--- src/rtl/wb_write_sequencer_pkg.sv ---
// Shared types and constants for the write-back sequencer: register index width,
// the default-width FIFO entry record and the occupancy classes derived from count.
package wb_write_sequencer_pkg;

  localparam int REG_IDX_W = 2;
  localparam int WB_DATA_W = 8;

  typedef struct packed {
    logic [REG_IDX_W-1:0] addr;
    logic [WB_DATA_W-1:0] data;
  } wb_entry_t;

  typedef enum logic [1:0] {
    EMPTY   = 2'd0,
    PARTIAL = 2'd1,
    FULL    = 2'd2
  } occ_t;

  function automatic occ_t occ_of(int unsigned cnt, int unsigned depth);
    if (cnt == 0)          return EMPTY;
    else if (cnt >= depth) return FULL;
    else                   return PARTIAL;
  endfunction

endpackage

--- src/rtl/wb_write_sequencer_if.sv ---
// Request, issue and lookup signals of the write-back sequencer.
// The slave modport is the sequencer; the master modport is whoever feeds and observes it.
interface wb_write_sequencer_if #(
  parameter int DATA_W = 8,
  parameter int DEPTH  = 2
);
  import wb_write_sequencer_pkg::*;

  localparam int CNT_W = $clog2(DEPTH) + 1;

  logic                 in_valid;
  logic                 in_ready;
  logic [REG_IDX_W-1:0] in_addr;
  logic [DATA_W-1:0]    in_data;
  logic                 hold;
  logic                 wr_en;
  logic [REG_IDX_W-1:0] wr_addr;
  logic [DATA_W-1:0]    wr_data;
  logic [CNT_W-1:0]     count;
  logic [REG_IDX_W-1:0] lk_addr;
  logic                 lk_hit;
  logic [DATA_W-1:0]    lk_data;

  modport master (
    output in_valid, in_addr, in_data, hold, lk_addr,
    input  in_ready, wr_en, wr_addr, wr_data, count, lk_hit, lk_data
  );

  modport slave (
    input  in_valid, in_addr, in_data, hold, lk_addr,
    output in_ready, wr_en, wr_addr, wr_data, count, lk_hit, lk_data
  );

endinterface

--- src/rtl/wb_write_sequencer_fifo_ptr.sv ---
// Read/write pointer and occupancy tracking for the sequencer FIFO.
// Pointers wrap naturally because DEPTH is a power of two.
module wb_fifo_ptr
  import wb_write_sequencer_pkg::*;
#(
  parameter  int DEPTH = 2,
  localparam int PTR_W = $clog2(DEPTH),
  localparam int CNT_W = PTR_W + 1
) (
  input  logic             clk,
  input  logic             rst,
  input  logic             push,
  input  logic             pop,
  output logic [PTR_W-1:0] rd_ptr,
  output logic [PTR_W-1:0] wr_ptr,
  output logic [CNT_W-1:0] count,
  output occ_t             occ
);

  logic [PTR_W-1:0] rd_ptr_q, rd_ptr_d;
  logic [PTR_W-1:0] wr_ptr_q, wr_ptr_d;
  logic [CNT_W-1:0] count_q, count_d;
  logic             push_ok, pop_ok;

  assign occ     = occ_of(32'(count_q), DEPTH);
  assign push_ok = push && (occ != FULL);
  assign pop_ok  = pop && (occ != EMPTY);

  always_comb begin
    rd_ptr_d = rd_ptr_q;
    wr_ptr_d = wr_ptr_q;
    count_d  = count_q;
    if (push_ok) wr_ptr_d = wr_ptr_q + PTR_W'(1);
    if (pop_ok)  rd_ptr_d = rd_ptr_q + PTR_W'(1);
    case ({push_ok, pop_ok})
      2'b10:   count_d = count_q + CNT_W'(1);
      2'b01:   count_d = count_q - CNT_W'(1);
      default: count_d = count_q;
    endcase
  end

  always_ff @(posedge clk or posedge rst) begin
    if (rst) begin
      rd_ptr_q <= '0;
      wr_ptr_q <= '0;
      count_q  <= '0;
    end else begin
      rd_ptr_q <= rd_ptr_d;
      wr_ptr_q <= wr_ptr_d;
      count_q  <= count_d;
    end
  end

  assign rd_ptr = rd_ptr_q;
  assign wr_ptr = wr_ptr_q;
  assign count  = count_q;

endmodule

--- src/rtl/wb_write_sequencer.sv ---
// Write-back sequencer feeding the 2-to-4 register-select decoder from a small FIFO.
// Define WB_SEQ_LOOKUP_EN to build the pending-write lookup port; otherwise lk_hit/lk_data tie to 0.
module wb_write_sequencer
  import wb_write_sequencer_pkg::*;
#(
  parameter  int DATA_W = WB_DATA_W,
  parameter  int DEPTH  = 2,
  localparam int PTR_W  = $clog2(DEPTH),
  localparam int CNT_W  = PTR_W + 1
) (
  input logic                 clk,
  input logic                 reset,
  wb_write_sequencer_if.slave bus
);

  typedef struct packed {
    logic [REG_IDX_W-1:0] addr;
    logic [DATA_W-1:0]    data;
  } entry_t;

  entry_t           mem_q [DEPTH];
  entry_t           mem_d [DEPTH];
  entry_t           head;
  logic [PTR_W-1:0] rd_ptr, wr_ptr;
  logic [CNT_W-1:0] count;
  occ_t             occ;
  logic             push, pop;

  wb_fifo_ptr #(.DEPTH(DEPTH)) u_ptr (
    .clk    (clk),
    .rst    (reset),
    .push   (push),
    .pop    (pop),
    .rd_ptr (rd_ptr),
    .wr_ptr (wr_ptr),
    .count  (count),
    .occ    (occ)
  );

  // in_ready ignores hold and same-cycle pops: a full FIFO never accepts.
  assign bus.in_ready = (occ != FULL);
  assign push         = bus.in_valid && (occ != FULL);
  assign pop          = (occ != EMPTY) && !bus.hold;

  always_comb begin
    mem_d = mem_q;
    if (push) mem_d[wr_ptr] = '{addr: bus.in_addr, data: bus.in_data};
  end

  // Entry storage is left uncleared by reset; validity comes from count.
  always_ff @(posedge clk) begin
    mem_q <= mem_d;
  end

  assign head        = mem_q[rd_ptr];
  assign bus.wr_en   = pop;
  assign bus.wr_addr = pop ? head.addr : '0;
  assign bus.wr_data = pop ? head.data : '0;
  assign bus.count   = count;

`ifdef WB_SEQ_LOOKUP_EN
  logic [PTR_W-1:0] lk_idx;

  // Walk oldest to youngest so the last match is the youngest entry.
  always_comb begin
    bus.lk_hit  = 1'b0;
    bus.lk_data = '0;
    lk_idx      = '0;
    for (int k = 0; k < DEPTH; k++) begin
      lk_idx = rd_ptr + PTR_W'(k);
      if ((CNT_W'(k) < count) && (mem_q[lk_idx].addr == bus.lk_addr)) begin
        bus.lk_hit  = 1'b1;
        bus.lk_data = mem_q[lk_idx].data;
      end
    end
  end
`else
  assign bus.lk_hit  = 1'b0;
  assign bus.lk_data = '0;
`endif

endmodule

--- src/flat_wrapper.sv ---
// flat-port wrapper written by rule: the top's interface ports become plain ports
module wb_write_sequencer_flat import wb_write_sequencer_pkg::*;
#(
  parameter  int DATA_W = WB_DATA_W,
  parameter  int DEPTH  = 2,
  localparam int PTR_W  = $clog2(DEPTH),
  localparam int CNT_W  = PTR_W + 1
)
  (clk, reset, bus_in_valid, bus_in_addr, bus_in_data, bus_hold, bus_lk_addr, bus_in_ready, bus_wr_en, bus_wr_addr, bus_wr_data, bus_count, bus_lk_hit, bus_lk_data);
  wb_write_sequencer_if #(.DATA_W(DATA_W), .DEPTH(DEPTH)) bus_i ();
  input logic clk;
  input logic reset;
  input wire logic [$bits(bus_i.in_valid)-1:0] bus_in_valid;
  input wire logic [$bits(bus_i.in_addr)-1:0] bus_in_addr;
  input wire logic [$bits(bus_i.in_data)-1:0] bus_in_data;
  input wire logic [$bits(bus_i.hold)-1:0] bus_hold;
  input wire logic [$bits(bus_i.lk_addr)-1:0] bus_lk_addr;
  output wire logic [$bits(bus_i.in_ready)-1:0] bus_in_ready;
  output wire logic [$bits(bus_i.wr_en)-1:0] bus_wr_en;
  output wire logic [$bits(bus_i.wr_addr)-1:0] bus_wr_addr;
  output wire logic [$bits(bus_i.wr_data)-1:0] bus_wr_data;
  output wire logic [$bits(bus_i.count)-1:0] bus_count;
  output wire logic [$bits(bus_i.lk_hit)-1:0] bus_lk_hit;
  output wire logic [$bits(bus_i.lk_data)-1:0] bus_lk_data;
  assign bus_i.in_valid = bus_in_valid;
  assign bus_i.in_addr = bus_in_addr;
  assign bus_i.in_data = bus_in_data;
  assign bus_i.hold = bus_hold;
  assign bus_i.lk_addr = bus_lk_addr;
  assign bus_in_ready = bus_i.in_ready;
  assign bus_wr_en = bus_i.wr_en;
  assign bus_wr_addr = bus_i.wr_addr;
  assign bus_wr_data = bus_i.wr_data;
  assign bus_count = bus_i.count;
  assign bus_lk_hit = bus_i.lk_hit;
  assign bus_lk_data = bus_i.lk_data;
  wb_write_sequencer #(.DATA_W(DATA_W), .DEPTH(DEPTH)) u_core (.clk(clk), .reset(reset), .bus(bus_i));
endmodule
--- config.mk ---
export PLATFORM = sky130hd
export DESIGN_NAME = wb_write_sequencer_flat
export DESIGN_NICKNAME = d
export VERILOG_FILES = /design/src/rtl/wb_write_sequencer_pkg.sv /design/src/rtl/wb_write_sequencer_if.sv /design/src/rtl/wb_write_sequencer_fifo_ptr.sv /design/src/rtl/wb_write_sequencer.sv /design/src/flat_wrapper.sv
export SDC_FILE = /design/constraint.sdc
export NUM_CORES = 1
export LEC_CHECK = 0
export BUFFER_PORTS_ARGS = -buffer_cell sky130_fd_sc_hd__buf_2
export CAP_MARGIN = 25
export CORE_MARGIN = 3
export CORE_UTILIZATION = 44
export DETAILED_ROUTE_END_ITERATION = 16
export GPL_TIMING_DRIVEN = 0
export PLACE_DENSITY = 0.79
export SYNTH_ARGS = -nofsm -noshare
export SYNTH_HDL_FRONTEND = slang
export SYNTH_SLANG_ARGS = --single-unit
export TNS_END_PERCENT = 30
--- constraint.sdc ---
create_clock -name clk -period 2.7 [get_ports clk]
set_input_delay 0.135 -clock clk [delete_from_list [all_inputs] [get_ports clk]]
set_output_delay 0.135 -clock clk [all_outputs]
set_load 0.02 [all_outputs]
==> results of run 1 <==
==> final cells by class <==
class                      instances  area, sq um
fill                             180          763
sequential                        24          701
multi-input combinational         40          253
timing repair buffer              32          185
buffer                            11         82.6
tap                               27         33.8
clock inverter                     1         30.0
clock buffer                       3         22.5
inverter                           3         11.3
==> path summary, 6_finish.rpt <==
check                      slack [ns]                               from                                 to
setup / recovery                 1.02  u_core.u_ptr.count[0]$_DFFE_PP0P_  u_core.u_ptr.count[1]$_DFFE_PP0P_
max in group asynchronous        2.33                              reset    u_core.u_ptr.wr_ptr$_DFFE_PP0P_
hold / removal                   0.01                     bus_in_data[6]         u_core.mem_q[16]$_DFFE_PP_
min in group asynchronous        0.22                              reset  u_core.u_ptr.count[1]$_DFFE_PP0P_
setup reg to reg                 1.02  u_core.u_ptr.count[0]$_DFFE_PP0P_  u_core.u_ptr.count[1]$_DFFE_PP0P_
hold reg to reg                  0.52    u_core.u_ptr.wr_ptr$_DFFE_PP0P_    u_core.u_ptr.wr_ptr$_DFFE_PP0P_
==> kinds of logic (layout without fill, tap and decap cells) <==
family,Yosys count,count (layout)
muxes,10,10
and+or+nand+nor,14,14
other,1,9
xor gates and xnor gates,5,5
adders and majority gates,1,1
buffers and inverters,14,50
DFF,24,24
AOI/OAI and AO/OA,1,1
==> flip-flops by register name, summed over array words and instances (netlist names) <==
register and count:
u_core.mem_q 20, u_core.u_ptr.count 2, u_core.u_ptr.rd_ptr 1, u_core.u_ptr.wr_ptr 1
==> power by group <==
group          total, mW  internal [mW]  switching (mW)
registers          0.540          0.498          0.0418
logic              0.490          0.198           0.292
clock network      0.248          0.150          0.0984
==> cell usage in the layout, fill, tap and decap left out, drive strengths merged <==
| cell type | instances |
|---|---|
| dlygate4sd3 | 5 |
| buf | 38 |
| nand2 | 1 |
| xnor2 | 5 |
| inv | 3 |
| bufinv | 1 |
| and3 | 1 |
| conb | 9 |
| ha | 1 |
| edfxtp | 20 |
| nor2 | 12 |
| dfrtp | 4 |
| clkbuf | 3 |
| mux2i | 10 |
| o21bai | 1 |
==> through the flow <==
stage / power [mW] / utilization
after floorplan: 0.900 / -
after global placement: 1.02 / 0.584
after detailed placement: 1.04 / 0.584
after CTS: 1.29 / 0.624
after global routing: 1.35 / 0.633
final: 1.28 / 0.633
==> critical path, stage by stage, from the launching register on <==
cell,delay [ns]
dfrtp_1,0.45
o21bai_1,0.26
buf_4,0.23
inv_1,0.07
ha_1,0.33
nor2_1,0.14
xnor2_1,0.12
==> synthesized netlist by cell type <==
cell | number | share of area
dfrtp_1 | 4 | 0.098
conb_1 | 1 | 0.0037
and3_1 | 1 | 0.0062
inv_1 | 3 | 0.011
xnor2_1 | 5 | 0.043
buf_4 | 11 | 0.081
nor2_1 | 12 | 0.044
mux2i_1 | 10 | 0.098
nand2_1 | 1 | 0.0037
o21bai_1 | 1 | 0.0074
edfxtp_1 | 20 | 0.59
ha_1 | 1 | 0.012
==> timing repair <==
action	CTS	global route
endpoints found under the hold margin	8	4
gates resized for setup	0	0
hold buffers	3	2
==> per-layer routing <==
layer	vias to the layer above	wire, um
li1	306	-
met1	264	658
met2	30	863
met3	4	125
met4	0	23
met5	-	0
==> flow_summary.yaml, run 1 <==
setup_path:
  crit_fanout: 10
  worst_ep_arrival_time_ns: 1.92
  cp.required_ns: 2.94
  reg2reg_depth: 6
  critPathLaunchType: "register"
  worstSetupEndpointType: "register"
  path_class: "reg2reg"
placement:
  place_inst: 132
  place_congestion: 0.702
  placed_area_sq_um: 1220
  io_buffers: 27
  place_hpwl_um: 1210
  pre_cts_ws_ns: 1.03
synth:
  synthSimpleGateAreaFrac: 0.0541
  synth.distinct_cells: 12
  synth_top_family_by_area: "multiplexers"
  synth_area_sq_um: 1020
  muxShareOfSynthArea: 0.0984
  yosys.area_share.xor_xnor: 0.0431
  synth_compound_area_frac: 0.00738
  synth_fa_ha_area_frac: 0.0123
  seq_area_frac_synth: 0.689
  synth_cells: 70
  avgSynthCellArea_sq_um: 14.5
  ys_seq_elements: 24
  ys_warn_count: 0
global_route:
  grt_use_met2: 0.222
  grt_use_met3: 0.0166
  met1_usage: 0.122
  grt_max_degree: 15
  overflow: 0
  grt_pass1_vias: 544
  antenna_found_initial: 0
  grt_pass1_wl_um: 2300
  track_usage: 0.117
  grt-busiest-layer: "met2"
timing:
  max_freq_mhz: 597
  slew_headroom: 0.442
  slew_violations: 0
  finalWorstSetupSlack_ns: 1.02
  worst_pin_slew_ns: 0.833
  fin_skew_ns: 0.00726
  timing.hold.ws_ns: 0.0110
  grt_setup_unrepaired: "no"
  hold_viol: 0
  finalCriticalPeriod_ns: 1.68
  finalSetupViolCount: 0
  final.setup.tns_ns: 0
  fin_crit_sh: 0.621
pwr:
  power.density_nw_per_um2: 969
  max-vdd-ir-drop_mv: 0.660
  leakage_nw: 0.611
clock_network:
  cts_setup_buffers: 0
  cts_root_buffer: "clkbuf_4"
  cts_num_sinks: 24
  clkSlewWorstSetupHoldPaths_ns: 0.12
  cts_buffers: 3
  cts_tree: "done"
  htreeDepth: 1
  clock_path_buffers: 2
  clk_latency_ns: 0.31
route:
  drc: 0
  routedWlPerCell_um: 11.8
  vias: 604
  ant_nets: 0
  drtPass1Iterations: 4
  drt-initial-drc-count: 3
  vias_per_cell: 4.28
  drt-total-wl_um: 1670
finish:
  drive_gt1_frac: 0.368
  fin_cells: 141
  area_growth_pct: 29.6
  stdcell_area_sq_um: 1320
  antenna_cells: 0
  nets: 132
die:
  core_area_sq_um: 2080
  rows: 16
  die_y_um: 54.1
  initial_core_util: 0.489
  ios: 39
  fp.dieW_um: 54.1
  dieArea_sq_um: 2920
worst_hold_path:
  hold_depth: 1
  min_path_type: "in2reg"
flow_run:
  maxCapViolations: 0
status:
  status: "completed"
No activity file was read; power rests on OpenSTA's default activity.
==> run 2: changes to the inputs <==
--- a/config.mk
+++ b/config.mk
@@ -5,10 +5,11 @@
 export SDC_FILE = /design/constraint.sdc
 export NUM_CORES = 1
 export LEC_CHECK = 0
+export ABC_AREA = 1
 export BUFFER_PORTS_ARGS = -buffer_cell sky130_fd_sc_hd__buf_2
 export CAP_MARGIN = 25
 export CORE_MARGIN = 3
-export CORE_UTILIZATION = 44
+export CORE_UTILIZATION = 43
 export DETAILED_ROUTE_END_ITERATION = 16
 export GPL_TIMING_DRIVEN = 0
 export PLACE_DENSITY = 0.79
==> constraint.sdc (replaced) <==
create_clock -name clk -period 1.4 [get_ports clk]
set_input_delay 0.07 -clock clk [delete_from_list [all_inputs] [get_ports clk]]
set_output_delay 0.07 -clock clk [all_outputs]
set_load 0.02 [all_outputs]
==> run 2 against run 1 <==
Net effect:
- sequential cell count stayed put
- non-clock buffer count is 11 higher
- power is 140% higher
- final area is 31% higher
- largest power group is now combinational logic
- sequential power is 96% higher
- combinational power grew to 3.6 times the previous value
- sequential share of layout area is 12 points lower
- global-route usage is 0.68 points higher
- area after synthesis is 10% higher
- routed wire length is 36% higher
- register-to-register slack worse by 1.0 ns
- the run now ends with negative setup slack left
- clock-buffer cell count is 1 higher
==> flow_summary.yaml, run 2 <==
timing:
  finalWorstSetupSlack_ns: -0.0221
  timing.hold.ws_ns: 0.0823
  slew_violations: 0
  fin_skew_ns: 0.0121
  fin_crit_sh: 1.02
  final.setup.tns_ns: -0.104
  hold_viol: 0
  finalCriticalPeriod_ns: 1.42
  grt_setup_unrepaired: "yes"
  finalSetupViolCount: 10
  max_freq_mhz: 703
clock_network:
  cts_num_sinks: 24
  clk_latency_ns: 0.31
  htreeDepth: 1
  clock_path_buffers: 2
  cts_root_buffer: "clkbuf_4"
  cts_buffers: 3
  cts_tree: "done"
  clkSlewWorstSetupHoldPaths_ns: 0.11
synth:
  synth.most_common_cell: "nand2_1"
  synth_compound_area_frac: 0.0447
  synthFlopType: "edfxtp_1"
  synth_top_family_by_area: "buffers and inverters"
  ys_warn_count: 0
  synth_edf_count: 20
  ys_seq_elements: 24
  synth.distinct_cells: 19
  synthArstFlopShare: 0.167
  synth_cells: 112
  avgSynthCellArea_sq_um: 9.99
  synth_top_area_cell: "edfxtp_1"
  synth_fa_ha_area_frac: 0.0112
  yosys.area_share.xor_xnor: 0.0157
  muxShareOfSynthArea: 0
  yosys-top-cells-count: "nand2_1, inv_1, edfxtp_1"
  synth_top_area_share: 0.537
  synth_area_sq_um: 1120
  yosys-top-cells-area: "edfxtp_1, nand2_1, dfrtp_1, inv_1, buf_4"
  seq_area_frac_synth: 0.626
  synthSimpleGateAreaFrac: 0.125
finish:
  regMostFlops: "u_core.mem_q"
  antenna_cells: 0
  final_util: 0.737
  n_fill_cell: 168
  nets: 184
  largest_reg_flops: 20
  drive_gt1_frac: 0.494
  area_growth_pct: 54.1
  final_common_cell: "edfxtp_1"
  final_cell_mix: "edfxtp_1, nand2_1, buf_2"
worst_hold_path:
  holdPathEnd: "u_core.u_ptr.rd_ptr$_DFFE_PP0P_"
  hold_depth: 4
  min_path_type: "in2reg"
  hp-start: "bus_hold"
global_route:
  grt_max_degree: 14
  grt_pass1_vias: 807
  overflow: 0
  antenna_found_initial: 0
  grt_pass1_wl_um: 3130
  track_usage: 0.124
die:
  initial_core_util: 0.478
  dieArea_sq_um: 3250
  die_y_um: 57.0
  ios: 39
  fp.dieW_um: 57.0
  core_area_sq_um: 2340
  rows: 17
setup_path:
  crit_fanout: 5
  reg2reg_depth: 9
  path_cells: "inv_2 > nand2_4 > nand2_4 > inv_4 > clkbuf_16 > nand2_2 > inv_2 > buf_6"
  r2r_start: "u_core.u_ptr.count[0]$_DFFE_PP0P_"
  critPathLaunchType: "register"
  critPathBufInv: 5
  cp.required_ns: 1.33
  crit_family: "buffers and inverters"
  worstSetupEndpointType: "output port"
  worst_ep_arrival_time_ns: 1.35
  critPathSlowestCell: "dfrtp_1"
  path_class: "reg2out"
  r2r-end: "u_core.u_ptr.count[1]$_DFFE_PP0P_"
  reg2reg_slack_ns: -0.02
  cpPeakStageDelay_ns: 0.43
pwr:
  max-vdd-ir-drop_mv: 1.48
  leakage_nw: 0.872
  power.density_nw_per_um2: 1800
route:
  drt-initial-drc-count: 16
  vias: 864
  routedWlPerCell_um: 11.7
  ant_nets: 0
  vias_per_cell: 4.45
  drt-total-wl_um: 2280
  drc: 0
  drtPass1Iterations: 6
status:
  violations: "negative setup slack"
  status: "complete, but fails checks"
placement:
  pre_cts_ws_ns: -0.0711
  place_congestion: 0.754
  io_buffers: 27
  place_hpwl_um: 1370
flow_run:
  maxCapViolations: 0
==> run 2: metal layers <==
layer | vias to the layer above | part of all wire | GRT usage
li1 | 434 | - | -
met1 | 385 | 0.35 | 0.124
met2 | 37 | 0.56 | 0.243
met3 | 8 | 0.065 | 0.0181
met4 | 0 | 0.021 | 0.0596
met5 | - | 0 | 0
==> run 2: tightest hold or removal path: cells and delay by family <==
kind	cells	cell delay [ns]
buffers and inverters	2	0.14
and+or+nand+nor	2	0.14
==> run 2: what timing repair did <==
item | in CTS | in global routing
endpoints found under the setup margin | 30 | 32
setup buffers | 0 | 3
cloned | 0 | 1
endpoints found under the hold margin | 24 | 0
pin swaps | 0 | 3
resized for setup | 3 | 68
hold buffers | 11 | 0
==> run 2: logic make-up (layout without fill, tap and decap cells) <==
logic type      after synthesis  after routing
buf+inv                      40             86
simple gates                 34             34
flops                        24             24
compound gates               10             10
xor+xnor                      2              2
fa+ha+maj                     1              1
other cells                   1              9
==> run 2: worst max path at each step <==
stage / startpoint / endpoint / cells past startpoint
final: u_core.u_ptr.count[0]$_DFFE_PP0P_ / bus_wr_addr[0] / 8
after global routing: u_core.u_ptr.rd_ptr$_DFFE_PP0P_ / bus_wr_data[5] / 5
after CTS: u_core.u_ptr.count[1]$_DFFE_PP0P_ / u_core.mem_q[12]$_DFFE_PP_ / 3
after detailed placement: u_core.u_ptr.count[1]$_DFFE_PP0P_ / u_core.mem_q[15]$_DFFE_PP_ / 3
after global placement: u_core.u_ptr.count[1]$_DFFE_PP0P_ / u_core.mem_q[16]$_DFFE_PP_ / 3
after floorplan: u_core.u_ptr.count[1]$_DFFE_PP0P_ / u_core.mem_q[0]$_DFFE_PP_ / 3
==> run 2: cell type report <==
type,instances,area [sq um],share of cell area
Sequential cell,24,702,0.407
Multi-Input combinational cell,56,387,0.224
Timing Repair Buffer,42,362,0.210
Inverter,28,110,0.0639
Buffer,12,103,0.0595
Tap cell,28,35.0,0.0203
Clock buffer,4,26.3,0.0152
==> run 2: report_power, final <==
part           leakage (nW)  switching [mW]  internal [mW]  total, mW
Sequential            0.231          0.0903          0.973       1.06
Clock                0.0150           0.188          0.111      0.299
Combinational         0.626           0.996          0.741       1.74
==> run 2: stage by stage <==
| stage | instances | power (mW) | instance area [sq um] |
|---|---|---|---|
| after CTS | 190 | 2.49 | 1490 |
| after global routing | 194 | 3.30 | 1720 |
| after floorplan | 120 | 1.87 | 1170 |
| final | 194 | 3.10 | 1720 |
| after global placement | 175 | 2.12 | 1340 |
| after detailed placement | 175 | 2.16 | 1340 |
